### config.mk
export PLATFORM = sky130hd
export DESIGN_NAME = stage_sequencer
export DESIGN_NICKNAME = d
export VERILOG_FILES = /design/src/rtl/arm_lp_pkg.sv /design/src/rtl/sequencer_timeout_timer.sv /design/src/rtl/stage_sequencer.sv
export SDC_FILE = /design/constraint.sdc
export NUM_CORES = 1
export LEC_CHECK = 0
export CAP_MARGIN = 20
export CORE_MARGIN = 5
export CORE_UTILIZATION = 52
export DETAILED_ROUTE_END_ITERATION = 8
export PLACE_DENSITY = 0.85
export SYNTH_ARGS = -nofsm -noshare
export SYNTH_HDL_FRONTEND = slang
export SYNTH_SLANG_ARGS = --single-unit
export TNS_END_PERCENT = 100
### constraint.sdc
create_clock -name clock -period 5.6 [get_ports clock]
set_input_delay 0.84 -clock clock [delete_from_list [all_inputs] [get_ports clock]]
set_output_delay 0.84 -clock clock [all_outputs]
set_load 0.02 [all_outputs]
### src/rtl/arm_lp_pkg.sv
// Shared types and defaults for the ARM-LP stage sequencer: state encoding,
// timeout/counter widths, ALU control codes and the branch-decision helper.
package arm_lp_pkg;

  typedef enum logic [2:0] {
    ST_IDLE      = 3'd0,
    ST_FETCH     = 3'd1,
    ST_DECODE    = 3'd2,
    ST_EXECUTE   = 3'd3,
    ST_MEMORY    = 3'd4,
    ST_WRITEBACK = 3'd5,
    ST_FAULT     = 3'd6
  } seq_state_e;

  localparam int unsigned DEFAULT_TIMEOUT_CYCLES = 255;
  localparam int unsigned DEFAULT_COUNT_WIDTH    = 32;
  localparam int unsigned TIMER_WIDTH            = 8;

  localparam logic [3:0] ALU_CTRL_AND    = 4'b0000;
  localparam logic [3:0] ALU_CTRL_ORR    = 4'b0001;
  localparam logic [3:0] ALU_CTRL_ADD    = 4'b0010;
  localparam logic [3:0] ALU_CTRL_SUB    = 4'b0110;
  localparam logic [3:0] ALU_CTRL_PASS_B = 4'b0111;

  function automatic logic take_branch(input logic branch, input logic uncond, input logic zero);
    return uncond | (branch & zero);
  endfunction

endpackage

### src/rtl/sequencer_timeout_timer.sv
// Cache-wait watchdog: down-counter reloaded by i_clear, decremented while
// i_enable, o_expired flags the TIMEOUT_CYCLES-th consecutive wait cycle.
module sequencer_timeout_timer
  import arm_lp_pkg::*;
#(
  parameter int unsigned TIMEOUT_CYCLES = DEFAULT_TIMEOUT_CYCLES
) (
  input  logic clock,
  input  logic resetN,
  input  logic i_clear,
  input  logic i_enable,
  output logic o_expired
);

  localparam logic [TIMER_WIDTH-1:0] LOAD_VALUE = TIMER_WIDTH'(TIMEOUT_CYCLES - 1);

  logic [TIMER_WIDTH-1:0] r_count;

  always_ff @(posedge clock or negedge resetN) begin
    if (!resetN) begin
      r_count <= '0;
    end else if (i_clear) begin
      r_count <= LOAD_VALUE;
    end else if (i_enable && (r_count != '0)) begin
      r_count <= r_count - 1'b1;
    end
  end

  // Terminal count is combinational so the FSM leaves on the expiring cycle itself.
  assign o_expired = i_enable && (r_count == '0);

endmodule

### src/rtl/stage_sequencer.sv
// Multi-cycle FETCH/DECODE/EXECUTE/MEMORY/WRITEBACK sequencer for the ARM-LP datapath.
// Optional STALL_COUNTER_EN adds a cache-wait cycle counter on stallCount.
//
// state     | meaning
// IDLE      | stopped at an instruction boundary, waiting for run
// FETCH     | iCacheRequest held until iCacheReady (timeout -> FAULT)
// DECODE    | one cycle while the controller registers its flags
// EXECUTE   | ALU cycle, branch decision captured, route to MEMORY/WRITEBACK/retire
// MEMORY    | dCacheRequest held until dCacheReady (timeout -> FAULT)
// WRITEBACK | register file write, then retire
// FAULT     | sticky trap, left only by reset
module stage_sequencer
  import arm_lp_pkg::*;
#(
  parameter int unsigned TIMEOUT_CYCLES = DEFAULT_TIMEOUT_CYCLES,
  parameter int unsigned COUNT_WIDTH    = DEFAULT_COUNT_WIDTH
) (
  input  logic                   clock,
  input  logic                   resetN,
  input  logic                   run,
  input  logic                   iCacheReady,
  input  logic                   dCacheReady,
  input  logic                   memRead,
  input  logic                   memWrite,
  input  logic                   regWriteFlag,
  input  logic                   branch,
  input  logic                   unconditionalBranch,
  input  logic                   zeroFlag,
  output logic                   iCacheRequest,
  output logic                   instructionLatch,
  output logic                   aluEnable,
  output logic                   dCacheRequest,
  output logic                   dCacheWrite,
  output logic                   regFileWrite,
  output logic                   pcEnable,
  output logic                   pcSelectBranch,
  output logic                   busy,
  output logic                   fault,
  output logic [COUNT_WIDTH-1:0] retiredCount,
  output logic [COUNT_WIDTH-1:0] stallCount
);

  seq_state_e             r_state;
  logic                   r_icache_req, r_latch, r_alu, r_dcache_req, r_dcache_write;
  logic                   r_regfile_write, r_pc_en, r_pc_sel, r_busy, r_fault, r_take_branch;
  logic [COUNT_WIDTH-1:0] r_retired;

  logic w_take_branch, w_mem_access, w_writeback, w_retire, w_retire_sel;
  logic w_timer_en, w_timer_clr, w_expired;

  assign w_take_branch = take_branch(branch, unconditionalBranch, zeroFlag);
  assign w_mem_access  = memRead | memWrite;
  assign w_writeback   = regWriteFlag & ~branch & ~unconditionalBranch;

  // Every path that ends an instruction funnels through one retire branch below.
  assign w_retire = ((r_state == ST_EXECUTE) & ~w_mem_access & ~w_writeback)
                  | ((r_state == ST_MEMORY) & dCacheReady & ~memRead)
                  | (r_state == ST_WRITEBACK);
  assign w_retire_sel = (r_state == ST_EXECUTE) ? w_take_branch : r_take_branch;

  assign w_timer_en  = ((r_state == ST_FETCH) & ~iCacheReady)
                     | ((r_state == ST_MEMORY) & ~dCacheReady);
  assign w_timer_clr = ~w_timer_en;

  sequencer_timeout_timer #(
    .TIMEOUT_CYCLES(TIMEOUT_CYCLES)
  ) u_timer (
    .clock    (clock),
    .resetN   (resetN),
    .i_clear  (w_timer_clr),
    .i_enable (w_timer_en),
    .o_expired(w_expired)
  );

  always_ff @(posedge clock or negedge resetN) begin
    if (!resetN) begin
      r_state         <= ST_IDLE;
      r_icache_req    <= 1'b0;
      r_latch         <= 1'b0;
      r_alu           <= 1'b0;
      r_dcache_req    <= 1'b0;
      r_dcache_write  <= 1'b0;
      r_regfile_write <= 1'b0;
      r_pc_en         <= 1'b0;
      r_pc_sel        <= 1'b0;
      r_busy          <= 1'b0;
      r_fault         <= 1'b0;
      r_take_branch   <= 1'b0;
      r_retired       <= '0;
    end else begin
      r_latch         <= 1'b0;
      r_alu           <= 1'b0;
      r_regfile_write <= 1'b0;
      r_pc_en         <= 1'b0;
      r_pc_sel        <= 1'b0;
      if (w_retire) begin
        r_state        <= run ? ST_FETCH : ST_IDLE;
        r_icache_req   <= run;
        r_busy         <= run;
        r_dcache_req   <= 1'b0;
        r_dcache_write <= 1'b0;
        r_pc_en        <= 1'b1;
        r_pc_sel       <= w_retire_sel;
        r_retired      <= r_retired + 1'b1;
      end else begin
        case (r_state)
          ST_IDLE: begin
            if (run) begin
              r_state      <= ST_FETCH;
              r_icache_req <= 1'b1;
              r_busy       <= 1'b1;
            end
          end
          ST_FETCH: begin
            if (iCacheReady) begin
              r_state      <= ST_DECODE;
              r_icache_req <= 1'b0;
              r_latch      <= 1'b1;
            end else if (w_expired) begin
              r_state      <= ST_FAULT;
              r_icache_req <= 1'b0;
              r_busy       <= 1'b0;
              r_fault      <= 1'b1;
            end
          end
          ST_DECODE: begin
            r_state <= ST_EXECUTE;
            r_alu   <= 1'b1;
          end
          ST_EXECUTE: begin
            r_take_branch <= w_take_branch;
            if (memRead & memWrite) begin
              r_state <= ST_FAULT;
              r_busy  <= 1'b0;
              r_fault <= 1'b1;
            end else if (w_mem_access) begin
              r_state        <= ST_MEMORY;
              r_dcache_req   <= 1'b1;
              r_dcache_write <= memWrite;
            end else begin
              r_state         <= ST_WRITEBACK;
              r_regfile_write <= 1'b1;
            end
          end
          ST_MEMORY: begin
            if (dCacheReady) begin
              r_state         <= ST_WRITEBACK;
              r_dcache_req    <= 1'b0;
              r_dcache_write  <= 1'b0;
              r_regfile_write <= 1'b1;
            end else if (w_expired) begin
              r_state        <= ST_FAULT;
              r_dcache_req   <= 1'b0;
              r_dcache_write <= 1'b0;
              r_busy         <= 1'b0;
              r_fault        <= 1'b1;
            end else begin
              r_dcache_write <= memWrite;
            end
          end
          default: begin
          end
        endcase
      end
    end
  end

`ifdef STALL_COUNTER_EN
  logic [COUNT_WIDTH-1:0] r_stall_count;

  always_ff @(posedge clock or negedge resetN) begin
    if (!resetN) begin
      r_stall_count <= '0;
    end else if (w_timer_en) begin
      r_stall_count <= r_stall_count + 1'b1;
    end
  end

  assign stallCount = r_stall_count;
`else
  assign stallCount = '0;
`endif

  assign iCacheRequest    = r_icache_req;
  assign instructionLatch = r_latch;
  assign aluEnable        = r_alu;
  assign dCacheRequest    = r_dcache_req;
  assign dCacheWrite      = r_dcache_write;
  assign regFileWrite     = r_regfile_write;
  assign pcEnable         = r_pc_en;
  assign pcSelectBranch   = r_pc_sel;
  assign busy             = r_busy;
  assign fault            = r_fault;
  assign retiredCount     = r_retired;

endmodule
== After elaboration in Yosys (flattened, before gate mapping) ==
Cells that the tools add are included.

* Bits in registers: 54
* Output and inout port bits: 74

* Add/subtract/negate cells: 2
* Eq/ne operators: 17
* Reduce and logical (&&, ||, !) cells: 16
* Multiplexer cells: 51
* Bitwise logic cells: 23

{| class="wikitable"
|+ Operator list
! cell !! number
|-
| 1-bit two-way mux || 36
|-
| 32-bit by 1-bit adder with 32-bit output, second input constant || 1
|-
| 8-bit two-way mux || 2
|-
| 3-bit two-way mux || 5
|-
| 3-bit inequality test, second input constant || 5
|-
| 3-bit case mux with 5 select lines || 1
|-
| 1-bit AND || 10
|-
| 5-bit AND reduction || 2
|-
| 3-bit nonzero test || 3
|-
| 8-bit logical NOT || 1
|-
| 4-bit by 3-bit inequality test with 1-bit output, second input constant || 2
|-
| 1-bit inverter || 8
|-
| 1-bit case mux with 2 select lines || 4
|-
| 8-bit nonzero test || 1
|-
| 8-bit by 1-bit subtractor with 8-bit output, second input constant || 1
|-
| 3-bit by 2-bit == test with 1-bit output, second input constant || 2
|-
| 3-bit == test, second input constant || 2
|-
| 2-bit inequality test, second input constant || 3
|-
| 3-bit AND reduction || 2
|-
| 6-bit nonzero test || 1
|-
| 1-bit OR || 5
|-
| 5-bit nonzero test || 1
|-
| 1-bit case mux with 4 select lines || 1
|-
| 4-bit AND reduction || 1
|-
| 8 further kinds || 9
|}

== Longest topological paths before layout ==
Gate-level depths: netlist of the first run.

* Word-level depth: 9
* Mapped depth: 8

== Modules after synthesis ==
Synthesis of the first run repeated with hierarchy kept, for this count alone.

* Cells, all modules: 325
* Area total of the unflattened synthesis: 3,100.5 sq um

{| class="wikitable"
|+ By module, submodules not included
! module !! seq. area each (sq um) !! instances !! cells an instance !! area each (sq um)
|-
| stage_sequencer || 1,151.1 || 1 || 279 || 2,642.5
|-
| sequencer_timeout_timer || 200.2 || 1 || 46 || 457.9
|}

== Least setup slack after synthesis of the first run ==
Ideal clock, no wire load.

* Path kind: input-to-reg
* Start point: input port memRead
* End point: register r_retired[17], in the netlist retiredCount[17]
* Arrival: 2.034 ns
* Data required time: 5.470 ns
* Setup time: 0.130 ns
* Path slack: 3.436 ns
* Stages: 5
* Buffers on the path: 0
* Path through: nor2_1 -> nand3_4 -> a21o_2 -> or4_4 -> xnor2_2

* Cells in the longest elaborated chain, start to end: 6
* Elaborated cells on any way between the ends: 8
* Those cells by class: bitwise (8)

{| class="wikitable"
|+ RTL lines
! item !! line !! source
|-
| from (decl) || stage_sequencer.sv:23 || <nowiki>input logic memRead,</nowiki>
|-
| 1-bit OR || stage_sequencer.sv:52 || <nowiki>assign w_mem_access = memRead | memWrite;</nowiki>
|-
| 1-bit inverter || stage_sequencer.sv:56 || <nowiki>assign w_retire = ((r_state == ST_EXECUTE) & ~w_mem_access & ~w_writeback)</nowiki>
|-
| 1-bit AND (2 in series) || stage_sequencer.sv:56 ||
|-
| 1-bit OR * || stage_sequencer.sv:57 || <nowiki>| ((r_state == ST_MEMORY) & dCacheReady & ~memRead)</nowiki>
|-
| 1-bit OR * || stage_sequencer.sv:58 || <nowiki>| (r_state == ST_WRITEBACK);</nowiki>
|-
| to (signal assigned) || stage_sequencer.sv:104 || <nowiki>r_retired <= r_retired + 1'b1;</nowiki>
|-
| to (decl) || stage_sequencer.sv:46 || <nowiki>logic [COUNT_WIDTH-1:0] r_retired;</nowiki>
|}

Mark *: on every way between the ends. The rest lies on a longest branch, timed or not.
A chain may end at the register's enable or synchronous reset.

== Worst setup path after layout of the first run ==
* Start point: input port memRead
* End point: register r_retired[12], in the netlist retiredCount[12]

The elaborated chain is that of the path after synthesis.

==> qor.yml, run 1 <==
rsz0062_at_grt: "no"
vias_per_cell: 5.35
grt_pass1_vias: 2151
wl_mm: 6.18
synth_cells: 304
tns_ns: 0
hp-class: "register to register"
clk_pin_slew_worst_paths_ns: 0.10
synth_top_cell_area_share: 0.450
drv_slew: 0
drc: 0
core_area_sq_um: 5570
synth_simple_gate_area_frac: 0.216
place.gp.congestion: 0.897
die_x_um: 86.0
crit_path_start: "memRead"
first_pass_iters: 4
p_leak_uw: 0.00145
cts_resized: 0
cap_violations: 0
cts_root_buffer: "clkbuf_8"
synthAdderAreaFrac: 0.0125
p_clk_frac: 0.170
grt_use_total: 0.170
finClkSkew_ns: 0.00772
ant_nets: 0
layout_min_cycle_time_ns: 2.59
internal_power_uw: 751
drt_iter0_markers: 118
postCtsSetupRepairBufs: 0
drive_gt1_frac: 0.0761
slew_headroom: 0.555
comb_power_share: 0.383
synthFlopType: "dfrtp_1"
synth_compound_area_frac: 0.100
reg2reg_depth: 6
post-route-period-util: 0.463
ys_ff_latch: 54
die-area_sq_um: 7400
switching_share: 0.393
cp_slowest_stage_delay_ns: 0.56
die_h_um: 86.0
final_area_sq_um: 3520
hpwl_mm: 4.66
grt_pass1_wl_mm: 10.3
clkLatencyLatePin_ns: 0.30
startpoint_type: "input pin"
netlist.top_cell.by_area: "dfrtp_1"
synthXorXnorAreaFrac: 0.107
worst_ep_arrival_time_ns: 2.78
pin_count: 85
ys_async_sr_fraction: 1.00
tritoncts: "built"
antenna_cells: 0
r2r_slack_ns: 3.28
fin_nets: 369
p_switching_uw: 487
tightest_slew_ns: 0.668
synthMostInstantiatedCell: "dfrtp_1"
port_buffers: 52
cpMaxStageDelayCell: "a21oi_1"
setup.worst_path.end_class: "register"
area_delta_synth_final_pct: 17.2
synth_commonest_cells: "54 x dfrtp_1, 34 x buf_4, 25 x nand2_1, 21 x xnor2_1, 16 x a21oi_1"
synth.avg_cell_area_sq_um: 9.88
synth_area_sq_um: 3000
fmax_mhz: 386
muxShareOfSynthArea: 0.00708
cts_buffers: 5
path_class: "input pin to register"
overflow: 0
num_vias: 2286
run_status: "complete, no violations"
row_count: 27
wire_per_inst_um: 14.5
r2r_start: "r_state[1]$_DFFE_PN0P_"
grt_max_degree: 55
ctsHoldBuffers: 0
synth_area_leaders: "dfrtp_1 45%, buf_4 8.5%, xnor2_1 6.1%, xor2_1 4.1%, nand2_1 3.1%"
r2r_end: "iCacheRequest$_DFFE_PN0P_"
setup.worst_path.end: "retiredCount[12]$_DFFE_PN0P_"
finalSetupViolCount: 0
p_seq_frac: 0.447
synth_top_family_by_area: "simple AND/OR/NAND/NOR gates"
start_util: 0.539
synth_cell_types: 56
required_ns: 5.79
synth_warnings: 0
antenna_found_initial: 0
ir_worst_vdd_uv: 291
powerDensity_nw_per_um2: 352
worstPathMaxFanout: 8
synth-edff-count: 0
ctsHtreeMaxLevel: 2
nFillCells: 455
synth.yosys.seq_area_share: 0.450
cts.sinks: 54
path_cells: "clkdlybuf4s50_1 -> nor2_1 -> nand3_4 -> a21oi_1 -> nand4_1 -> xnor2_1"
cts.path.max_buffers: 2
hold_violations: 0
placed_area_sq_um: 3440
## worst min-delay path by stage
stage	cells past startpoint	slack (ns)	from	to
6_report	1	0.47	retiredCount[31]$_DFFE_PN0P_	retiredCount[31]$_DFFE_PN0P_
5_1_grt	1	0.52	retiredCount[30]$_DFFE_PN0P_	retiredCount[30]$_DFFE_PN0P_
4_1_cts	1	0.48	retiredCount[31]$_DFFE_PN0P_	retiredCount[31]$_DFFE_PN0P_
3_5_place_dp	1	0.46	retiredCount[31]$_DFFE_PN0P_	retiredCount[31]$_DFFE_PN0P_
3_3_place_gp	1	0.46	retiredCount[31]$_DFFE_PN0P_	retiredCount[31]$_DFFE_PN0P_
2_1_floorplan	2	0.48	u_timer.r_count[7]$_DFFE_PN0P_	u_timer.r_count[7]$_DFFE_PN0P_
## logic make-up (layout without fill, tap and decap cells)
kind of cell,count (synthesis),count (layout)
AO/OA/AOI/OAI,48,48
XOR/XNOR,36,36
adder cells (fa/ha/maj),3,3
buffers and inverters,46,66
flip-flops,54,54
multiplexers,2,2
other,1,32
AND/OR/NAND/NOR,114,114
## power by group through the flow
stage	logic, uW	clock network [uW]	registers [uW]
after floorplan	299	0	577
after global placement	468	0	559
after detailed placement	472	0	559
after CTS	475	217	552
after global routing	519	238	567
final	474	210	554
## state kept, by name, summed over array words and instances (netlist names)
register / cells
aluEnable: 1
busy: 1
dCacheRequest: 1
dCacheWrite: 1
fault: 1
iCacheRequest: 1
instructionLatch: 1
pcEnable: 1
pcSelectBranch: 1
r_state: 3
r_take_branch: 1
regFileWrite: 1
retiredCount: 32
u_timer.r_count: 8
## placed cells by master (no fill, tap or decap), types with 3 or more instances in the layout
cell type / netlist / routed
clkbuf_8: 0 / 5
conb_1: 1 / 32
dfrtp_1: 54 / 54
clkdlybuf4s50_1: 0 / 51
nand4_1: 9 / 9
xor2_1: 14 / 14
a31oi_1: 3 / 3
nand3_1: 15 / 15
o21ai_0: 8 / 8
nor4_1: 6 / 6
nor3_1: 11 / 11
nand2_1: 25 / 25
a21oi_1: 16 / 16
ha_1: 3 / 3
nor2b_1: 3 / 3
nand2b_1: 5 / 5
xnor2_1: 21 / 21
inv_1: 4 / 4
o211ai_1: 7 / 7
nor3b_1: 3 / 3
nor2_1: 15 / 15
## stage by stage
stage	utilization	hold WS [ns]	instances	setup slack [ns]	power, uW
2_1_floorplan	-	0.484	335	3.44	876
3_3_place_gp	0.617	0.455	420	2.75	1030
3_5_place_dp	0.617	0.461	420	2.67	1030
4_1_cts	0.632	0.479	427	3.00	1240
5_1_grt	0.632	0.516	427	2.82	1320
6_report	0.632	0.474	427	3.01	1240
## routing by layer
metal	track usage	vias to the layer above	part of all wire
met3	0.0336	8	0.071
met4	0.0475	0	0.011
met5	0	-	0
met2	0.273	85	0.49
li1	-	1103	-
met1	0.233	1090	0.43
## worst max-delay path: cells and delay by family
kind,cells,cell delay (ns)
simple gates,3,0.71
compound gates,1,0.56
buf+inv,1,0.50
xor+xnor,1,0.17
## area by class of cell
| type | count | area [sq um] | share of cell area |
|---|---|---|---|
| timing repair buffer | 53 | 523 | 0.149 |
| inverter | 6 | 22.5 | 0.00640 |
| sequential | 54 | 1350 | 0.384 |
| clock inverter | 2 | 13.8 | 0.00391 |
| multi-input combinational | 235 | 1450 | 0.412 |
| clock buffer | 5 | 68.8 | 0.0195 |
| tap | 72 | 90.1 | 0.0256 |
No activity file was read; power rests on OpenSTA's default activity.
==> run 2: changes to the inputs <==
--- a/config.mk
+++ b/config.mk
@@ -7,9 +7,9 @@
 export LEC_CHECK = 0
 export CAP_MARGIN = 20
 export CORE_MARGIN = 5
-export CORE_UTILIZATION = 52
+export CORE_UTILIZATION = 48
 export DETAILED_ROUTE_END_ITERATION = 8
-export PLACE_DENSITY = 0.85
+export PLACE_DENSITY = 0.79
 export SYNTH_ARGS = -nofsm -noshare
 export SYNTH_HDL_FRONTEND = slang
 export SYNTH_SLANG_ARGS = --single-unit
==> constraint.sdc (replaced) <==
create_clock -name clock -period 2.6 [get_ports clock]
set_input_delay 0.39 -clock clock [delete_from_list [all_inputs] [get_ports clock]]
set_output_delay 0.39 -clock clock [all_outputs]
set_load 0.02 [all_outputs]
==> qor.yml, run 2 (same netlist as run 1, synthesis figures left out) <==
postCtsSetupRepairBufs: 0  # unchanged
place.gp.congestion: 0.940  # +4.7%
die_h_um: 89.1  # +3.6%
powerDensity_nw_per_um2: 765  # +120%
row_count: 28  # +3.7%
fin_nets: 377  # +2.2%
path_buf_inv: 1  # unchanged
ctsHtreeMaxLevel: 2  # unchanged
tritoncts: "built"
r2r_slack_ns: 0.56  # -2.72 ns
cpMaxStageDelayCell: "clkdlybuf4s50_1"
port_buffers: 52  # unchanged
finClkSkew_ns: 0.00455  # -0.00318 ns
drive_gt1_frac: 0.0937  # +0.0176
hold_slack_ns: 0.0178  # -0.456 ns
clk_pin_slew_worst_paths_ns: 0.09  # about the same
start_util: 0.501  # -0.0375
grt_max_degree: 22  # -60%
antenna_found_initial: 0  # unchanged
drv_slew: 0  # unchanged
power_uw: 2740  # +120%
layout_commonest_cell: "dfrtp_1"
startpoint_type: "input pin"
path_cells: "clkdlybuf4s50_1 -> nor2b_1 -> o211ai_1 -> a21o_2 -> or4_4 -> xnor2_2"
overflow: 0  # unchanged
clkLatencyLatePin_ns: 0.30  # about the same
layout_min_cycle_time_ns: 2.09
critPathTopFamily: "simple AND/OR/NAND/NOR gates"
cts.path.max_buffers: 2  # unchanged
cts_resized: 0  # unchanged
p_leak_uw: 0.00149  # +2.2%
die-area_sq_um: 7940  # +7.4%
final_cell_mix: "54 x dfrtp_1, 51 x clkdlybuf4s50_1, 32 x conb_1"
hpwl_mm: 4.91  # +5.3%
gr-usage-met1: 0.235  # +0.00201
crit_cells: 6  # unchanged
grt_use_total: 0.165  # -0.00446
cts.sinks: 54  # unchanged
grt_pass1_vias: 2143  # -0.37%
cp_slowest_stage_delay_ns: 0.58  # +0.02 ns
use_met2: 0.259  # -0.0148
die_x_um: 89.1  # +3.6%
tightest_slew_ns: 0.531  # -0.137 ns
ant_nets: 0  # unchanged
wire_per_inst_um: 14.5  # +0.11%
hold_violations: 0  # unchanged
path_class: "input pin to register"
ir_worst_vdd_uv: 716  # +150%
worstPathMaxFanout: 8  # unchanged
setup.worst_path.end_class: "register"
area_delta_synth_final_pct: 19.2
r2r_end: "busy$_DFFE_PN0P_"
hp-class: "input pin to asynchronous set/reset pin"
first_pass_iters: 4  # unchanged
largest_reg_flops: 32  # unchanged
cts_buffers: 5  # unchanged
num_vias: 2285  # -0.044%
cap_violations: 0  # unchanged
reg2reg_depth: 7  # +1
post-route-period-util: 0.802
r2r_start: "u_timer.r_count[0]$_DFFE_PN0P_"
drc: 0  # unchanged
grt_pass1_wl_mm: 10.3  # -0.20%
drt_iter0_markers: 81  # -31%
busiest_layer: "met2"
fmax_mhz: 480
core_area_sq_um: 5990  # +7.5%
rsz0062_at_grt: "no"
slew_headroom: 0.643  # +0.0880
nFillCells: 523  # +15%
met3_usage: 0.0323  # -0.00136
pin_count: 85  # unchanged
crit_path_start: "dCacheReady"
wl_mm: 6.35  # +2.7%
tns_ns: 0  # unchanged
setup.worst_path.end: "retiredCount[17]$_DFFE_PN0P_"
required_ns: 2.80  # -2.99 ns
run_status: "complete, no violations"
cts_root_buffer: "clkbuf_8"
finalSetupViolCount: 0  # unchanged
vias_per_cell: 5.22  # -2.6%
worst_ep_arrival_time_ns: 2.28  # -0.50 ns
ctsHoldBuffers: 0  # unchanged
antenna_cells: 0  # unchanged
==> run 2: cell count changes in the layout (fill, tap and decap cells not counted), sizes merged <==
cell | previous run | this run
clkinvlp | 0 | 1
clkinv | 2 | 1
buf | 2 | 10
inv | 6 | 5
clkbuf | 5 | 6
==> run 2: report_power, final <==
group	total [uW]	internal (uW)	switching, uW
Clock	455	186	269
Combinational	1170	496	672
Sequential	1120	989	130
Total	2740	1670	1070
==> run 2: worst min-delay path by stage <==
stage	startpoint	slack, ns	cells past startpoint	to
2_1_floorplan	resetN	0.09	0	aluEnable$_DFF_PN0_
3_3_place_gp	resetN	0.37	1	dCacheRequest$_DFFE_PN0P_
3_5_place_dp	resetN	0.37	1	busy$_DFFE_PN0P_
4_1_cts	resetN	0.03	1	busy$_DFFE_PN0P_
5_1_grt	resetN	0.05	1	fault$_DFFE_PN0P_
6_report	resetN	0.02	1	fault$_DFFE_PN0P_
==> run 2: per-layer routing <==
layer  vias up  wire length, um
met2        72             3060
met5         -                0
met3         6              397
met4         0               53
li1       1127                -
met1      1080             2840
==> run 2: layout make-up <==
type / count / area [sq um] / share of cell area
Multi-Input combinational cell: 235 / 1450 / 0.405
Sequential cell: 54 / 1350 / 0.377
Timing Repair Buffer: 61 / 583 / 0.163
Tap cell: 75 / 93.8 / 0.0262
Clock buffer: 6 / 72.6 / 0.0203
Inverter: 6 / 22.5 / 0.00629
Clock inverter: 1 / 7.51 / 0.00210
==> run 2: stage by stage <==
| stage | setup slack, ns | std cells | util | area (sq um) |
|---|---|---|---|---|
| finish | 0.515 | 438 | 0.598 | 3580 |
| global route | 0.325 | 438 | 0.598 | 3580 |
| CTS | 0.531 | 438 | 0.598 | 3580 |
| detailed placement | 0.208 | 431 | 0.585 | 3500 |
| global placement | 0.269 | 431 | 0.585 | 3500 |
| floorplan | 0.788 | 335 | - | 3120 |
==> run 2: worst register-to-register path, cell delays in order, from the launching register on <==
cell	delay, ns
dfrtp_1	0.38
inv_1	0.11
ha_1	0.16
nor3b_1	0.36
and2_1	0.40
nand2_1	0.16
o2111ai_1	0.23
a31oi_1	0.12
